--- src/rtl/timer_count_core.sv ---
// Count engine of the two-mode timer: prescaled up-counter with start/pause/clear control.
// Optional build macro TIMER_AUTO_RELOAD_EN: wrap to 0 after MAX_COUNT instead of stopping in DONE.
module timer_count_core #(
  parameter int WIDTH     = 8,
  parameter int MAX_COUNT = 99,
  parameter int TICK_DIV  = 100
) (
  input  logic             Clk,
  input  logic             Reset,
  input  logic             Start,
  input  logic             Stop,
  input  logic             Clear,
  input  logic             ModeSelIn,
  output logic [WIDTH-1:0] CountOut,
  output logic             ModeSel,
  output logic             Running,
  output logic             Done,
  output logic             Expired,
  output logic [1:0]       dbg_state
);

  localparam int PW = (TICK_DIV > 1) ? $clog2(TICK_DIV) : 1;
  localparam logic [PW-1:0]    PRESC_LAST = PW'(TICK_DIV - 1);
  localparam logic [WIDTH-1:0] COUNT_MAX  = WIDTH'(MAX_COUNT);
  localparam logic [WIDTH-1:0] COUNT_PRE  = WIDTH'(MAX_COUNT - 1);

  typedef enum logic [1:0] {
    IDLE  = 2'd0,
    RUN   = 2'd1,
    PAUSE = 2'd2,
    DONE  = 2'd3
  } state_e;

  state_e           state_q, state_d;
  logic [WIDTH-1:0] count_q, count_d;
  logic [PW-1:0]    presc_q, presc_d;
  logic             mode_q, mode_d;
  logic             done_q, done_d;
  logic             step_en;

  // A running cycle advances the prescaler; a resume edge out of PAUSE counts as running.
  always_comb begin
    step_en = 1'b0;
    if (!Clear && !Stop) begin
      if (state_q == RUN)              step_en = 1'b1;
      else if (state_q == PAUSE && Start) step_en = 1'b1;
    end
  end

  always_comb begin
    state_d = state_q;
    count_d = count_q;
    presc_d = presc_q;
    mode_d  = mode_q;
    done_d  = 1'b0;
    if (Clear) begin
      state_d = IDLE;
      count_d = '0;
      presc_d = '0;
    end else begin
      unique case (state_q)
        IDLE, DONE: begin
          if (Start && !Stop) begin
            state_d = RUN;
            count_d = '0;
            presc_d = '0;
            mode_d  = ModeSelIn;
          end
        end
        RUN: begin
          if (Stop) state_d = PAUSE;
        end
        PAUSE: begin
          if (Start && !Stop) state_d = RUN;
        end
        default: state_d = IDLE;
      endcase
      if (step_en) begin
        if (presc_q == PRESC_LAST) begin
          presc_d = '0;
          if (count_q == COUNT_MAX) begin
            count_d = '0;
          end else begin
            count_d = count_q + WIDTH'(1);
          end
          if (count_q == COUNT_PRE) begin
            done_d = 1'b1;
`ifdef TIMER_AUTO_RELOAD_EN
            state_d = RUN;
`else
            state_d = DONE;
`endif
          end
        end else begin
          presc_d = presc_q + PW'(1);
        end
      end
    end
  end

  always_ff @(posedge Clk) begin
    if (Reset) begin
      state_q <= IDLE;
      count_q <= '0;
      presc_q <= '0;
      mode_q  <= 1'b0;
      done_q  <= 1'b0;
    end else begin
      state_q <= state_d;
      count_q <= count_d;
      presc_q <= presc_d;
      mode_q  <= mode_d;
      done_q  <= done_d;
    end
  end

  // Outputs are flops or pure decodes of the state flop; no input reaches them combinationally.
  assign CountOut  = count_q;
  assign ModeSel   = mode_q;
  assign Done      = done_q;
  assign Running   = (state_q == RUN);
  assign Expired   = (state_q == DONE);
  assign dbg_state = state_q;

endmodule

--- config.mk ---
export PLATFORM = sky130hd
export DESIGN_NAME = timer_count_core
export DESIGN_NICKNAME = d
export VERILOG_FILES = /design/src/rtl/timer_count_core.sv
export SDC_FILE = /design/constraint.sdc
export NUM_CORES = 1
export LEC_CHECK = 0
export CAP_MARGIN = 5
export CELL_PAD_IN_SITES_DETAIL_PLACEMENT = 0
export CELL_PAD_IN_SITES_GLOBAL_PLACEMENT = 2
export CORE_ASPECT_RATIO = 0.7
export CORE_UTILIZATION = 33
export DETAILED_ROUTE_END_ITERATION = 8
export PLACE_DENSITY_LB_ADDON = 0.3
export SLEW_MARGIN = 10
export SYNTH_ARGS = -nofsm -noshare
export SYNTH_HDL_FRONTEND = slang
export SYNTH_SLANG_ARGS = --single-unit
--- constraint.sdc ---
create_clock -name Clk -period 5.1 [get_ports Clk]
set_clock_uncertainty 0.05 [all_clocks]
set_input_delay 0.765 -clock Clk [delete_from_list [all_inputs] [get_ports Clk]]
set_output_delay 0.765 -clock Clk [all_outputs]
set_load 0.02 [all_outputs]
== After elaboration in Yosys (flattened, before gate mapping) ==
Cells that the tools add are included.
Word-level totals
  bits in registers: 19
  input bits: 6
  output and inout port bits: 14
  word-level logic and storage cells: 49
Cells by class
  add/sub/neg operators: 2
  equal/unequal tests: 6
  multiplexer cells: 19
  bitwise operators: 3
  reduce and logical (&&, ||, !) cells: 14
Operators by type and width (count)
  2-to-1 mux 8 bit: 5
  2-to-1 mux 7 bit: 4
  equality test 8 x 7 -> 1 bit, second input constant: 2
  2-to-1 mux 2 bit: 5
  adder 8 x 1 -> 8 bit, second input constant: 1
  adder 7 x 1 -> 7 bit, second input constant: 1
  equality test 7 bit, second input constant: 1
  equality test 2 bit, second input constant: 2
  2-to-1 mux 1 bit: 4
  one-hot mux 2 bit (2 select lines): 1
  nonzero test 2 bit: 2
  OR reduction 2 bit: 2
  OR reduction 4 bit: 1
  logical AND 1 bit: 3
  inverter 1 bit: 3
  AND reduction 3 bit: 1
  OR reduction 3 bit: 1
  equality test 2 x 1 -> 1 bit, second input constant: 1
  zero test 1 bit: 2
  zero test 2 bit: 1
  AND reduction 2 bit: 1

== Depth between registers and ports, before layout ==
Gate-level depths: netlist (run 1).
  word-level depth: 7
  gate-level depth with buffers: 7
  mapped depth without buffers: 6

== Least setup slack after synthesis (run 1) ==
Ideal clock, no wire load.
  kind: reg2reg
  start point: register state_q[0] (netlist: dbg_state[0])
  end point: register count_q[0] (netlist: CountOut[0])
  setup time: 66 ps
  arrival: 2064 ps
  required time: 4984 ps
  path slack: 2920 ps
  cell stages (with the launch flop): 7
  buffers on the path: 1
  clock period less this slack: 2180 ps
  cell sequence: dfxtp_1 > ha_1 > a21oi_1 > or4b_4 > buf_6 > or3_1 > a21oi_2
On the way
  elaborated cells on any way between the ends: 12
  classes of those cells: eq/ne (3); mux (6); reduce/logical (3)
RTL lines
  start, declared: RTL line 34  | state_e state_q, state_d;
  start signal, assigned: RTL line 109  | state_q <= state_d;
  equality test 2 x 1 -> 1 bit
  net Running: RTL line 16  | output logic Running,
  2-to-1 mux 1 bit: RTL line 45  | if (state_q == RUN) step_en = 1'b1;
  2-to-1 mux 1 bit: RTL line 44  | if (!Clear && !Stop) begin
  2-to-1 mux 8 bit: RTL line 78  | if (step_en) begin
  end signal, assigned: RTL line 110  | count_q <= count_d;
  end, declared: RTL line 35  | logic [WIDTH-1:0] count_q, count_d;
The timed path passes the listed nets, and every way through them passes these cells.
A chain may end at the register's enable or synchronous reset.

== Worst setup path after layout (run 1) ==
  start point: register state_q[0] (netlist: dbg_state[0])
  end point: output port Running
On the way
  longest elaborated chain between the ends: 1
RTL lines
  equality test 2 x 1 -> 1 bit: RTL line 121  | assign Running = (state_q == RUN);
  end, declared: RTL line 16
Every way passes these cells.

==> results.md, run 1 <==
* Final-report hold violation count at 0
* Post-cts hold buffer count at 0
* Post-route antenna net violation count at 0
* Startpoint of the most critical hold path: presc_q[0]
* IR Drop Worst-Case VDD at 0.114 mV
* Post-Layout Inst Area at 1380 sq um
* Filler instances at 308
* Synth top area cells: sky130_fd_sc_hd__dfxtp_1 (34%), sky130_fd_sc_hd__ha_1 (6.7%), sky130_fd_sc_hd__nand3_1 (3.6%), sky130_fd_sc_hd__o21ai_0 (3.6%), sky130_fd_sc_hd__or3_1 (3.4%)
* Nature of the critical path startpoint: register
* Insertion delay to the later sink of the worst-skew pair at 0.25 ns
* Std-Cell Core Area at 3190 sq um
* Overflow left after global routing at 0
* Placed inst area at approximately 1300 sq um
* Die Width at just over 70 um
* Top-count cell post-synth: sky130_fd_sc_hd__dfxtp_1
* Sum of net half-perimeters after detailed placement at approximately 1900 um
* Transition time at the pin with the least slew margin at between 0.5 and 0.6 ns
* Starting DRC count in detailed routing at 52
* Synth cell types at 38
* Failing checks: DRC
* Setup slack of the worst register-to-register path at about 3 ns
* Period utilisation layout at 0.474
* Result of the run: complete, but fails checks
* Total setup violations reported at the end of the flow at 0
* Highest attainable clock frequency at 0.414 GHz
* Resize count post-CTS at 0
* Number of vias in the routed layout at 979
* Hold-critical path depth at 2
* Worst path slowest cell: sky130_fd_sc_hd__clkdlybuf4s50_1
* Min-delay worst type: reg -> reg
* Deepest level of the CTS H-tree at 1
* R2r endpoint: CountOut[0]
* Max capacitance violation total at 0
* Clock Tree Buf Depth at 2
* Endpoint class of the critical path: output pin
* Max-slew violation count at 0
* Series of cell instances along the critical path: ha_1, clkdlybuf4s50_1
* Total chip power at 273 uW
* Post-route core utilization at 0.434
* Sequential element share of the synthesized area at 0.342
* Antenna violations before repair at 0
* CTS root buf: sky130_fd_sc_hd__clkbuf_8
* Family of cells with the greatest summed delay on the critical path: buffers and inverters
* Number of global-route vias before repair at roughly 940
* Std cell rows at 17
* Chip Height at around 51 um
* Share of final-layout standard cells stronger than drive strength 1 at 0.0828
* Ys flop type: sky130_fd_sc_hd__dfxtp_1
* Average routed wire per standard cell at approximately 14 um
* Top-level I/O count at 20
* Post-synthesis instance area at 1110 sq um
* Sequential cell area at around 380 sq um
* Cell area power density at just under 200 nW/um^2
* Maximum fanout along the worst path at 6
* Total of buffers placed on input and output ports at 19
* Arrival time at the worst endpoint at between 1.5 and 2 ns
* Synthesized area per cell at 9.04 sq um
* Worst hold margin at 0.448 ns
* CTS clk-pin slew, worst paths at approximately 0.07 ns
* Area growth syn-to-layout at 24.4%
* Footprint of the multi-input gates at approximately 700 sq um
* EDFF count, synth at 0
* Commonest cells in the netlist: sky130_fd_sc_hd__dfxtp_1 (19), sky130_fd_sc_hd__nor2_1 (9), sky130_fd_sc_hd__nand2_1 (8), sky130_fd_sc_hd__nand3_1 (8), sky130_fd_sc_hd__o21ai_0 (8)
* Maximum cell stage delay along the critical path at roughly 0.64 ns
* DRC errors left at 3
* Sink of the worst hold path: presc_q[0]
* Worst Reg2Reg Path Length in Cells at 5
* Antenna diode instance count at 0
* Syn_nets at approximately 140
* Yosys reg bits at 19
* Wire length of the first global-routing pass at 4580 um
* Starting density of the core at 0.349
* Clock tree sinks at 19
* Overall global routing resource usage at 0.164
* Number of buffers created by CTS at 3
* Number of instances in the synthesized netlist at between 100 and 150
* Final sum of negative setup slack at 0 ns
* Detailed-route vias per instance at between 5 and 6
* Total iterations of the first detailed-routing run at 7
* Final wirelength at 2540 um
* CP bufs+invs at 1
* Worst-case headroom to the max-slew limit at 0.604
* R2r startpoint: dbg_state[0]
* Final min period at approximately 2.4 ns
* Kind of critical path: reg -> out
* Proportion of netlist area held by the largest area contributor at 0.342
* Die ar. at ~3600 sq um
* Setup repair after global routing missed its margin: false
* Buffers inserted by post-CTS timing repair at 0
* TritonCTS clock tree: yes
* Final net count at 158
* Worst endpoint required time at around 4.3 ns
* Share of synthesized flip-flops with an asynchronous set or reset at 0
* Routability Congestion at about 0.78
* Library cell with the largest summed area after synthesis: sky130_fd_sc_hd__dfxtp_1
* Yosys warns at 0
* Leak at 0.000520 uW
* Largest net degree at the start of global routing at 11
power breakdown:
part / leakage [uW] / switching, uW / internal (uW)
combinational: 0.000344 / 10.9 / 8.60
sequential: 0.000153 / 0.642 / 149
clock: 0.0000228 / 48.8 / 55.5
metal layers:
layer,track usage,share of wire,vias up,wire length [um]
met5,0,0,-,0
met4,0.0400,0.0055,0,14
li1,-,-,502,-
met3,0.0442,0.043,2,110
met1,0.248,0.59,456,1500
met2,0.224,0.36,19,916
sequential cells by signal, summed over array words and instances, names as in the netlist:
name,cells
dbg_state,2
CountOut,8
Done,1
presc_q,7
ModeSel,1
metrics by stage:
stage / cells / setup WS (ns)
final: 183 / 2.68
after global routing: 183 / 2.58
after global placement: 179 / 2.49
after detailed placement: 179 / 2.46
after CTS: 183 / 2.68
after floorplan: 123 / 2.92
cells in the final DEF (no fill, tap or decap), types with 2 or more instances in the layout:
master and count:
sky130_fd_sc_hd__nand3_1 8, sky130_fd_sc_hd__nor4b_1 2, sky130_fd_sc_hd__xnor2_1 3, sky130_fd_sc_hd__clkbuf_8 3
sky130_fd_sc_hd__nor3b_1 3, sky130_fd_sc_hd__and2_1 2, sky130_fd_sc_hd__a21oi_1 4, sky130_fd_sc_hd__nor4_1 2
sky130_fd_sc_hd__a22o_1 2, sky130_fd_sc_hd__clkdlybuf4s50_1 19, sky130_fd_sc_hd__and3_1 4, sky130_fd_sc_hd__mux2i_1 3
sky130_fd_sc_hd__nand4_1 2, sky130_fd_sc_hd__nand2b_1 3, sky130_fd_sc_hd__a21bo_2 2, sky130_fd_sc_hd__inv_1 5
sky130_fd_sc_hd__or3_1 6, sky130_fd_sc_hd__ha_1 6, sky130_fd_sc_hd__o21ai_0 8, sky130_fd_sc_hd__nor2_1 9
sky130_fd_sc_hd__nand2_1 8, sky130_fd_sc_hd__a2111oi_0 2, sky130_fd_sc_hd__a21o_1 4, sky130_fd_sc_hd__dfxtp_1 19
worst max path at each step:
stage | from | end | cells past startpoint
floorplan | dbg_state[0] | CountOut[0] | 6
global placement | Start | CountOut[7] | 5
detailed placement | Reset | CountOut[4] | 5
CTS | dbg_state[0] | Running | 2
global route | dbg_state[0] | Running | 2
finish | dbg_state[0] | Running | 2
worst min-delay path: cells and delay by family (launching register included):
kind,cells,cell delay [ns]
AND/OR/NAND/NOR,1,0.07
AO/OA/AOI/OAI,1,0.06
flip-flops,1,0.33
area by class of cell:
class,count,share of cell area
multi-input combinational,98,0.507
timing repair buffer,19,0.137
clock buffer,4,0.0325
inverter,5,0.0136
sequential,19,0.275
tap,38,0.0344
logic make-up after synthesis:
logic type,synth area share
simple gates,0.336
compound gates,0.177
flops,0.342
buf+inv,0.0270
fa+ha+maj,0.0675
xor+xnor,0.0236
mux,0.0270
Note: power is estimated with default switching activity, not from simulation.
==> run 2, diff against run 1 <==
Settings changed: CORE_UTILIZATION 33 to 31.
Clock period 5.1 ns to 2.25 ns, I/O delays scaled along.
==> results.md, run 2 (synthesis gave the netlist of run 1 again) <==
* Final net count at about 160
* Area growth syn-to-layout at 28.1%
* Min-delay worst type: reg -> reg
* Post-route insts no fill at between 150 and 200
* Die Width at approximately 74 um
* Overall global routing resource usage at 0.147
* Routability Congestion at a little under 0.8
* Wire length of the first global-routing pass at ~4200 um
* Chip Height at between 50 and 60 um
* IR Drop Worst-Case VDD at between 0.2 and 0.3 mV
* Cell area power density at between 400 and 500 nW/um^2
* Final wirelength at 2440 um
* Detailed-route vias per instance at 5.06
* Endpoint class of the critical path: register
* Max capacitance violation total at 0
* TritonCTS clock tree: yes
* Post-route core utilization at 0.435
* Starting DRC count in detailed routing at 38
* Largest net degree at the start of global routing at 11
* Highest-count cells in the layout ignoring fill and taps: sky130_fd_sc_hd__dfxtp_1 (19), sky130_fd_sc_hd__clkdlybuf4s50_1 (19), sky130_fd_sc_hd__nor2_1 (9)
* Clock share of power at 0.378
* Nature of the critical path startpoint: register
* Worst-case headroom to the max-slew limit at 0.668
* Maximum fanout along the worst path at 9
* Overflow left after global routing at 0
* Largest register FFs at 8
* Number of buffers created by CTS at 3
* Final min period at 1.96 ns
* Average routed wire per standard cell at roughly 12 um
* Total chip power at just over 600 uW
* Clock tree sinks at 19
* Int Power at about 490 uW
* Share of final-layout standard cells stronger than drive strength 1 at 0.107
* Top-level I/O count at 20
* Setup repair after global routing missed its margin: false
* Highest attainable clock frequency at just over 0.5 GHz
* Std-Cell Core Area at approximately 3300 sq um
* Insertion delay to the later sink of the worst-skew pair at between 0.2 and 0.3 ns
* Antenna diode instance count at 0
* Max-slew violation count at 0
* Resize count post-CTS at 0
* P_sw at 135 uW
* DRC errors left at 0
* Filler instances at between 300 and 400
* Number of vias in the routed layout at just under 1000
* Std cell rows at 17
* Number of global-route vias before repair at approximately 880
* Placed cell count at between 150 and 200
* CTS root buf: sky130_fd_sc_hd__clkbuf_8
* Result of the run: finished, final reports clean
* Transition time at the pin with the least slew margin at roughly 0.49 ns
* Arrival time at the worst endpoint at between 2 and 2.5 ns
* Worst endpoint required time at approximately 2.4 ns
* Period utilisation layout at 0.872
* Post-cts hold buffer count at 0
* Leak at about 0.00054 uW
* Starting density of the core at 0.340
* Total of buffers placed on input and output ports at 19
* Clock Tree Buf Depth at 2
* CTS clk-pin slew, worst paths at 0.07 ns
* Sequential group share of total power at 0.546
* Net switching share of the total power at 0.218
* Total setup violations reported at the end of the flow at 0
* Buffers inserted by post-CTS timing repair at 0
* Final sum of negative setup slack at 0 ns
* Sum of net half-perimeters after detailed placement at ~1900 um
* Final-report hold violation count at 0
* Deepest level of the CTS H-tree at 1
* Die ar. at between 3000 and 4000 sq um
* Antenna violations before repair at 0
* Total iterations of the first detailed-routing run at 4
* Post-route antenna net violation count at 0
* Kind of critical path: reg -> reg
* Proportion of power drawn by combinational gates at 0.076
[run 2: cell count changes in the layout (fill, tap and decap cells not counted), sizes merged]
cell	delta
buf	+4
[run 2: path summary, 6_finish.rpt]
check | start | to | slack [ns] | cells past startpoint
setup / recovery | dbg_state[0] | CountOut[7] | 0.29 | 5
hold / removal | presc_q[0] | presc_q[0] | 0.45 | 2
setup reg to reg | dbg_state[0] | CountOut[7] | 0.29 | 5
hold reg to reg | presc_q[0] | presc_q[0] | 0.45 | 2
[run 2: metal layers]
| metal | global-route usage | up-vias | wire length (um) |
|---|---|---|---|
| met5 | 0 | - | 0 |
| met4 | 0.0192 | 0 | 0 |
| met3 | 0.0465 | 0 | 75 |
| met2 | 0.206 | 15 | 900 |
| met1 | 0.219 | 462 | 1460 |
| li1 | - | 515 | - |
[run 2: stage by stage]
step / hold slack (ns) / instance area, sq um / setup slack [ns]
after floorplan: 0.360 / 1110 / 0.0696
after global placement: 0.418 / 1380 / 0.0971
after detailed placement: 0.436 / 1380 / 0.0814
after CTS: 0.446 / 1430 / 0.280
after global routing: 0.477 / 1430 / 0.164
final: 0.450 / 1430 / 0.288
[run 2: cell type report]
type                       count  area [sq um]  share of cell area
tap                           47          58.8              0.0413
sequential                    19           380               0.267
inverter                       5          18.8              0.0132
clock buffer                   4          45.0              0.0316
timing repair buffer          23           220               0.155
multi-input combinational     98           702               0.493
[run 2: power groups by stage]
stage	Combinational [uW]	Clock [uW]	Sequential [uW]
floorplan	19.4	0	348
global placement	47.6	0	347
detailed placement	47.4	0	347
CTS	47.6	247	339
global route	51.8	263	339
finish	47.4	235	339
[run 2: worst max-delay path: stages (launching register included)]
cell and delay (ns):
sky130_fd_sc_hd__dfxtp_1 0.40, sky130_fd_sc_hd__ha_1 0.28, sky130_fd_sc_hd__a21oi_1 0.09, sky130_fd_sc_hd__or4b_4 0.57, sky130_fd_sc_hd__a2111oi_0 0.40, sky130_fd_sc_hd__a21o_1 0.12
==> run 3, diff against run 2 <==
Settings changed: PLACE_DENSITY_LB_ADDON 0.3 to 0.1.
==> results.md, run 3 (synthesis gave the netlist of run 1 again) <==
* R2r startpoint: presc_q[0]
* Resize count post-CTS at 0
* Final wirelength at between 2000 and 3000 um
* Worst-case headroom to the max-slew limit at 0.703
* Post-route antenna net violation count at 0
* Final-report hold violation count at 0
* Area growth syn-to-layout at 29.5%
* Worst Reg2Reg Path Length in Cells at 5
* Sum of net half-perimeters after detailed placement at between 1500 and 2000 um
* Min-delay worst type: reg -> reg
* Transition time at the pin with the least slew margin at roughly 0.44 ns
* Clock Tree Buf Depth at 2
* TritonCTS clock tree: yes
* IR Drop Worst-Case VDD at 0.232 mV
* Starting density of the core at 0.340
* DRC errors left at 0
* CP bufs+invs at 0
* Total of buffers placed on input and output ports at 19
* Detailed-route vias per instance at 4.92
* CTS root buf: sky130_fd_sc_hd__clkbuf_8
* Die ar. at about 3800 sq um
* Average routed wire per standard cell at between 10 and 15 um
* Std cell rows at 17
* Final net count at about 160
* Final sum of negative setup slack at 0 ns
* Antenna violations before repair at 0
* Top-level I/O count at 20
* Placed inst area at 1400 sq um
* Antenna diode instance count at 0
* Max capacitance violation total at 0
* Total iterations of the first detailed-routing run at 4
* Maximum fanout along the worst path at 9
* R2r endpoint: CountOut[5]
* Deepest level of the CTS H-tree at 1
* Cell area power density at about 440 nW/um^2
* Die Width at 73.6 um
* Wire length of the first global-routing pass at ~4300 um
* Worst path slowest cell: sky130_fd_sc_hd__or4b_4
* Largest net degree at the start of global routing at 11
* Std-Cell Core Area at approximately 3300 sq um
* Routability Congestion at 0.757
* Post-Layout Inst Area at roughly 1400 sq um
* Buffers inserted by post-CTS timing repair at 0
* Endpoint class of the critical path: register
* Startpoint of the most critical hold path: presc_q[2]
* Sink of the worst hold path: presc_q[2]
* Chip Height at between 50 and 60 um
* Post-placement worst setup slack at approximately 0.044 ns
* Hold-critical path depth at 2
* Arrival time at the worst endpoint at about 2.2 ns
* Series of cell instances along the critical path: ha_1, nand2b_1, or4b_4, a2111oi_0, a21o_1
* Starting DRC count in detailed routing at 32
* Highest-count cells in the layout ignoring fill and taps: sky130_fd_sc_hd__dfxtp_1 (19), sky130_fd_sc_hd__clkdlybuf4s50_1 (19), sky130_fd_sc_hd__nor2_1 (9)
* Period utilisation layout at 0.891
* Clock tree sinks at 19
* Insertion delay to the later sink of the worst-skew pair at roughly 0.26 ns
* Result of the run: finished, final reports clean
* Final Worst Setup Slack at roughly 0.24 ns
* Kind of critical path: reg -> reg
* Largest register FFs at 8
* Number of vias in the routed layout at roughly 970
* Total setup violations reported at the end of the flow at 0
* Setup slack of the worst register-to-register path at between 0.2 and 0.25 ns
* Final min period at 2.01 ns
* Nature of the critical path startpoint: register
* Maximum cell stage delay along the critical path at 0.64 ns
* Setup repair after global routing missed its margin: false
* Number of buffers created by CTS at 3
* Total chip power at 631 uW
* Overflow left after global routing at 0
* Share of final-layout standard cells stronger than drive strength 1 at 0.119
* Post-route core utilization at 0.440
* Overall global routing resource usage at 0.154
* Family of cells with the greatest summed delay on the critical path: simple AND/OR/NAND/NOR gates
* Highest attainable clock frequency at ~0.5 GHz
* Leak at approximately 0.00055 uW
* Number of cells on the critical path at 5
* Max-slew violation count at 0
* Number of global-route vias before repair at 883
* CTS clk-pin slew, worst paths at about 0.07 ns
* Worst endpoint required time at 2.41 ns
* Post-cts hold buffer count at 0
==> run 3: cell type report <==
type	instances	area (sq um)
fill	348	1840
multi-input combinational	98	702
sequential	19	380
timing repair buffer	25	235
tap	47	58.8
clock buffer	4	45.0
inverter	5	18.8
==> run 3: where the power goes <==
part	leakage (uW)	internal [uW]	switching (uW)	total, uW
sequential	0.000153	338	1.40	339
clock	0.0000228	126	116	242
combinational	0.000374	24.5	25.1	49.6
total	0.000550	488	143	631
==> run 3: metal layers <==
metal | vias up | GRT usage | wire (um)
li1 | 512 | - | -
met2 | 22 | 0.199 | 917
met3 | 4 | 0.0465 | 129
met4 | 0 | 0.0577 | 42
met5 | - | 0 | 0
met1 | 436 | 0.232 | 1480
==> run 3: worst max path at each step <==
stage	from	to	slack (ns)
2_1_floorplan	dbg_state[0]	CountOut[0]	0.07
3_3_place_gp	Clear	CountOut[4]	0.09
3_5_place_dp	Stop	CountOut[5]	0.04
4_1_cts	dbg_state[1]	Running	0.23
5_1_grt	presc_q[0]	CountOut[7]	0.12
6_report	presc_q[0]	CountOut[5]	0.24
==> run 3: per-stage QoR <==
stage               cells  hold WS, ns
floorplan             123        0.360
global placement      194        0.420
detailed placement    194        0.430
CTS                   198        0.441
global route          198        0.481
finish                198        0.438
==> run 3: worst register-to-register path: stages (launching register included) <==
cell	delay, ns
sky130_fd_sc_hd__dfxtp_1	0.36
sky130_fd_sc_hd__ha_1	0.22
sky130_fd_sc_hd__nand2b_1	0.14
sky130_fd_sc_hd__or4b_4	0.64
sky130_fd_sc_hd__a2111oi_0	0.42
sky130_fd_sc_hd__a21o_1	0.12
